### config.mk
export PLATFORM = sky130hd
export DESIGN_NAME = lfsr_rng_arbiter
export DESIGN_NICKNAME = d
export VERILOG_FILES = /design/src/rtl/lfsr_rng_arbiter.sv
export SDC_FILE = /design/constraint.sdc
export NUM_CORES = 1
export LEC_CHECK = 0
export CAP_MARGIN = 20
export CORE_UTILIZATION = 45
export CTS_BUF_LIST = sky130_fd_sc_hd__clkbuf_16
export DETAILED_ROUTE_END_ITERATION = 10
export PLACE_DENSITY = 0.72
export REMOVE_ABC_BUFFERS = 1
export SKIP_LAST_GASP = 1
export SLEW_MARGIN = 20
export SYNTH_ARGS = -nofsm -noshare
export SYNTH_HDL_FRONTEND = slang
export SYNTH_SLANG_ARGS = --single-unit
### constraint.sdc
create_clock -name clk -period 3 [get_ports clk]
set_input_delay 0.6 -clock clk [delete_from_list [all_inputs] [get_ports clk]]
set_output_delay 0.6 -clock clk [all_outputs]
set_load 0.02 [all_outputs]
### src/rtl/lfsr_rng_arbiter.sv
// Shared 17-bit LFSR random-number service, round-robin arbitrated among NREQ requesters.
// Latency: STEPS+1 cycles from the sampling edge to the rnd_valid pulse; one number per STEPS+2 cycles.
// Backpressure: none; requesters hold req until served, seed_load is dropped while busy.
module lfsr_rng_arbiter #(
    parameter int          NREQ         = 4,
    parameter int          STEPS        = 17,
    parameter logic [16:0] SEED_DEFAULT = 17'h1ACE1
) (
    input  logic             clk,
    input  logic             rst,
    input  logic             seed_load,
    input  logic [16:0]      seed,
    input  logic [NREQ-1:0]  req,
    output logic [NREQ-1:0]  gnt,
    output logic [NREQ-1:0]  rnd_valid,
    output logic [16:0]      rnd_data,
    output logic             busy
);

    localparam int LW = (NREQ > 1) ? $clog2(NREQ) : 1;
    localparam int CW = (STEPS > 1) ? $clog2(STEPS) : 1;

    typedef enum logic [1:0] {
        IDLE    = 2'd0,
        STEP    = 2'd1,
        DELIVER = 2'd2
    } state_t;

    state_t          state, state_nxt;
    logic [16:0]     lfsr, lfsr_nxt, lfsr_step;
    logic [16:0]     data_nxt;
    logic [CW-1:0]   cnt, cnt_nxt;
    logic [LW-1:0]   last, last_nxt, win_idx;
    logic            win_found;
    logic [NREQ-1:0] gnt_nxt, valid_nxt;
    int              j;

    // Reciprocal of x^17+x^3+1: shift toward the MSB, feed back s[17]^s[14] into s[1].
    assign lfsr_step = {lfsr[15:0], lfsr[16] ^ lfsr[13]};

    // Round-robin pick: first set request searching upward from the previous winner + 1.
    always_comb begin
        win_found = 1'b0;
        win_idx   = last;
        j         = 0;
        for (int i = 1; i <= NREQ; i++) begin
            j = (int'(last) + i) % NREQ;
            if (!win_found && req[j[LW-1:0]]) begin
                win_found = 1'b1;
                win_idx   = j[LW-1:0];
            end
        end
    end

    // Next-state and next-output logic; every output is registered from these values.
    always_comb begin
        state_nxt = state;
        lfsr_nxt  = lfsr;
        cnt_nxt   = cnt;
        last_nxt  = last;
        gnt_nxt   = gnt;
        valid_nxt = '0;
        data_nxt  = rnd_data;
        case (state)
            IDLE: begin
                gnt_nxt = '0;
                if (seed_load) begin
                    // A zero seed would lock the LFSR, so substitute the default.
                    lfsr_nxt = (seed == 17'd0) ? SEED_DEFAULT : seed;
                end else if (win_found) begin
                    gnt_nxt   = NREQ'(1) << win_idx;
                    last_nxt  = win_idx;
                    cnt_nxt   = CW'(STEPS - 1);
                    state_nxt = STEP;
                end
            end
            STEP: begin
                lfsr_nxt = lfsr_step;
                if (cnt == '0) begin
                    // Capture the value after the final shift so it lines up with the pulse.
                    data_nxt  = lfsr_step;
                    valid_nxt = gnt;
                    state_nxt = DELIVER;
                end else begin
                    cnt_nxt = cnt - CW'(1);
                end
            end
            DELIVER: begin
                gnt_nxt   = '0;
                state_nxt = IDLE;
            end
            default: begin
                gnt_nxt   = '0;
                state_nxt = IDLE;
            end
        endcase
    end

    // State and output registers; reset aborts any transaction in flight.
    always_ff @(posedge clk or negedge rst) begin
        if (!rst) begin
            state     <= IDLE;
            lfsr      <= SEED_DEFAULT;
            cnt       <= '0;
            last      <= LW'(NREQ - 1);
            gnt       <= '0;
            rnd_valid <= '0;
            rnd_data  <= '0;
            busy      <= 1'b0;
        end else begin
            state     <= state_nxt;
            lfsr      <= lfsr_nxt;
            cnt       <= cnt_nxt;
            last      <= last_nxt;
            gnt       <= gnt_nxt;
            rnd_valid <= valid_nxt;
            rnd_data  <= data_nxt;
            busy      <= (state_nxt != IDLE);
        end
    end

endmodule

==> flow_summary.yaml <==
grt:
  gr-total-overflow: 0
  grt.total_usage_pct: 19.5
  grt_pass1_wl_um: 7920
  grt_max_degree: 48
  grt_pass1_vias: 1772
  grt_antenna_before_repair: 0
synth:
  synth.top_cell.area_share_pct: 45.0
  yosysWarnings: 0
  yosys.area.top_type: "dfrtp_1"
  synth_seq_cells: 52
  synthesis.area_sq_mm: 0.00228
  syn_area_per_cell_sq_um: 10.1
  synth_edf_count: 0
  ys_seq_area_share_pct: 57.7
  synthCells: 225
  synthTopCellsByArea: "dfrtp_1 45%, dfstp_2 13%, nand2_1 9.5%"
  synthDistinctLibCells: 40
  ys_async_sr_fraction_pct: 100
  ys.flop_type: "dfrtp_1"
critical_path:
  path_cells: "clkdlybuf4s50_1 > nor4_1 > and4_1 > a21oi_2 > a221oi_1"
  setup.worst_path.class: "in2reg"
  crit_family: "simple AND/OR/NAND/NOR gates"
  arrival_ns: 2.36
  cp-startpoint: "seed[3]"
  rr_worst_depth: 6
  slowest_stage: "nor4_1"
  crit_buf_inv: 1
  endpoint_kind: "flip-flop"
  slowest_delay_ns: 0.49
  timing.rr.end: "rnd_valid[2]"
  r2r_slack_ns: 0.84
  cp_data_required_time_ns: 3.18
  cp-start-kind: "primary input"
  worstPathMaxFanout: 16
  rr_startpoint: "cnt[0]"
layout:
  layout-drive-gt1-share_pct: 9.49
  synthToLayoutAreaGrowth_pct: 30.3
  final_cell_mix: "58 x nand2_1, 48 x clkdlybuf4s50_1, 41 x dfrtp_1, 11 x inv_1, 11 x dfstp_2"
  postLayoutCellArea_sq_mm: 0.00297
  finalNetCount: 299
  layout_commonest_cell: "nand2_1"
  num_antenna_cells: 0
placed_design:
  place_area_sq_mm: 0.00281
  portBuffers: 49
  place_congestion: 0.799
  dp_hpwl_um: 3380
  pre_cts_slack_ns: 0.379
clock_network:
  cts_num_sinks: 52
  cts_buffers: 5
  worst_setup_hold_path_clk_slew_ns: 0.06
  h-tree-depth: 2
  ctsHoldBuffers: 0
  root_buffer: "clkbuf_16"
  post-cts-setup-buffers: 0
  cts-resized-gates: 0
  insertion_delay_ns: 0.28
  clock_path_buffers: 2
  cts_tree: "built"
timing:
  fin_crit_ns: 2.18
  setup_viol: 0
  finalMaxSlewViolations: 0
  finalCritPeriodShare_pct: 72.6
  tns_ns: 0
  fmax_mhz: 459
  final_hold_viol_count: 0
  rsz0062_at_grt: "false"
  timing.slew.headroom_pct: 48.1
  worst_slew_pin_slew_ns: 0.778
  finClkSkew_ns: 0.00380
  layout_setup_ws_ns: 0.823
run:
  maxCapViolCount: 0
power_and_ir_drop:
  finalPower_w: 0.00321
  power_frac_seq_pct: 41.1
  p_per_area_mw_per_mm2: 1080
  p_leak_nw: 1.39
  p_switching_w: 0.00113
  intPower_w: 0.00208
  ir_drop_v: 0.000535
  comb_power_share_pct: 40.0
  swShare_pct: 35.1
  p_clk_share_pct: 19.0
worst_hold_path:
  hold_class: "in2async"
detailed_routing:
  drc_errors: 0
  first_pass_iters: 4
  drtAntennaViolNets: 0
  wl_per_cell_um: 14.1
  via_per_inst: 5.26
  drt_iter0_drc: 67
  routed_wl_um: 4810
  vias: 1795
run_status:
  status: "finished clean"
die:
  initial_core_util_pct: 47.7
  ios: 50
  die_y_um: 73.2
  core_area_sq_mm: 0.00479
  design.die.area_sq_mm: 0.00536
  rows: 25
  die_w_um: 73.2
==> Yosys cell counts (2+ instances only) <==
cell and count:
nor4_1 4, nand2_1 58, nor2_1 10, a21o_1 9, nor2b_1 2, a22o_1 9
nand2b_1 2, a21oi_1 11, buf_6 3, xor2_1 3, o22ai_1 8, nand3_1 3
dfstp_2 11, nor3_1 4, and2_1 4, clkbuf_1 4, dfrtp_1 41, o31ai_1 2
o21ai_0 5, inv_1 11, ha_1 2
==> worst max path at each step <==
stage,to,depth (start not counted)
2_1_floorplan,rnd_valid[0],6
3_3_place_gp,lfsr[0],5
3_5_place_dp,lfsr[0],5
4_1_cts,lfsr[0],5
5_1_grt,rnd_data[11],7
6_report,lfsr[0],5
==> metrics by stage <==
step | hold WS (ns) | std cells | util [%]
detailed placement | 0.438 | 333 | 58.6
floorplan | 0.304 | 215 | -
CTS | 0.138 | 341 | 62.0
finish | 0.137 | 341 | 62.1
global placement | 0.437 | 333 | 58.6
global route | 0.140 | 341 | 62.1
==> power groups by stage <==
stage                     registers (W)  clock network, W  logic (W)
after detailed placement        0.00133                 0    0.00127
after CTS                       0.00132          0.000622    0.00129
after global routing            0.00136          0.000651    0.00142
after floorplan                 0.00144                 0   0.000633
after global placement          0.00132                 0    0.00125
final                           0.00132          0.000609    0.00128
==> sequential cells by signal, indices dropped and copies added (netlist names) <==
register / count
lfsr: 17
rnd_data: 17
cnt: 5
gnt: 4
rnd_valid: 4
last: 2
state: 2
busy: 1
==> metal layers <==
metal,vias to the layer above,track usage [%],wire length [um]
li1,869,-,-
met1,858,26.8,2250
met2,55,30.1,2200
met3,13,4.01,238
met4,0,8.28,116
met5,-,0,0
==> cell families (layout without fill, tap and decap cells) <==
kind of cell / Yosys count / after routing / share of synthesized area, %
and+or+nand+nor: 96 / 96 / 19.1
muxes: 1 / 1 / 0.439
xor gates and xnor gates: 4 / 4 / 1.54
AOI/OAI and AO/OA: 48 / 48 / 14.8
adders and majority gates: 2 / 2 / 1.10
DFF: 52 / 52 / 57.7
buffers and inverters: 22 / 71 / 5.37
==> cell type report <==
| cell class | instances | area (sq um) |
|---|---|---|
| multi-input combinational | 151 | 847 |
| tap | 67 | 83.8 |
| fill | 405 | 1810 |
| clock buffer | 5 | 125 |
| inverter | 12 | 50.0 |
| timing repair buffer | 51 | 513 |
| clock inverter | 3 | 37.5 |
| sequential | 52 | 1320 |
Note: power is estimated with default switching activity, not from simulation.
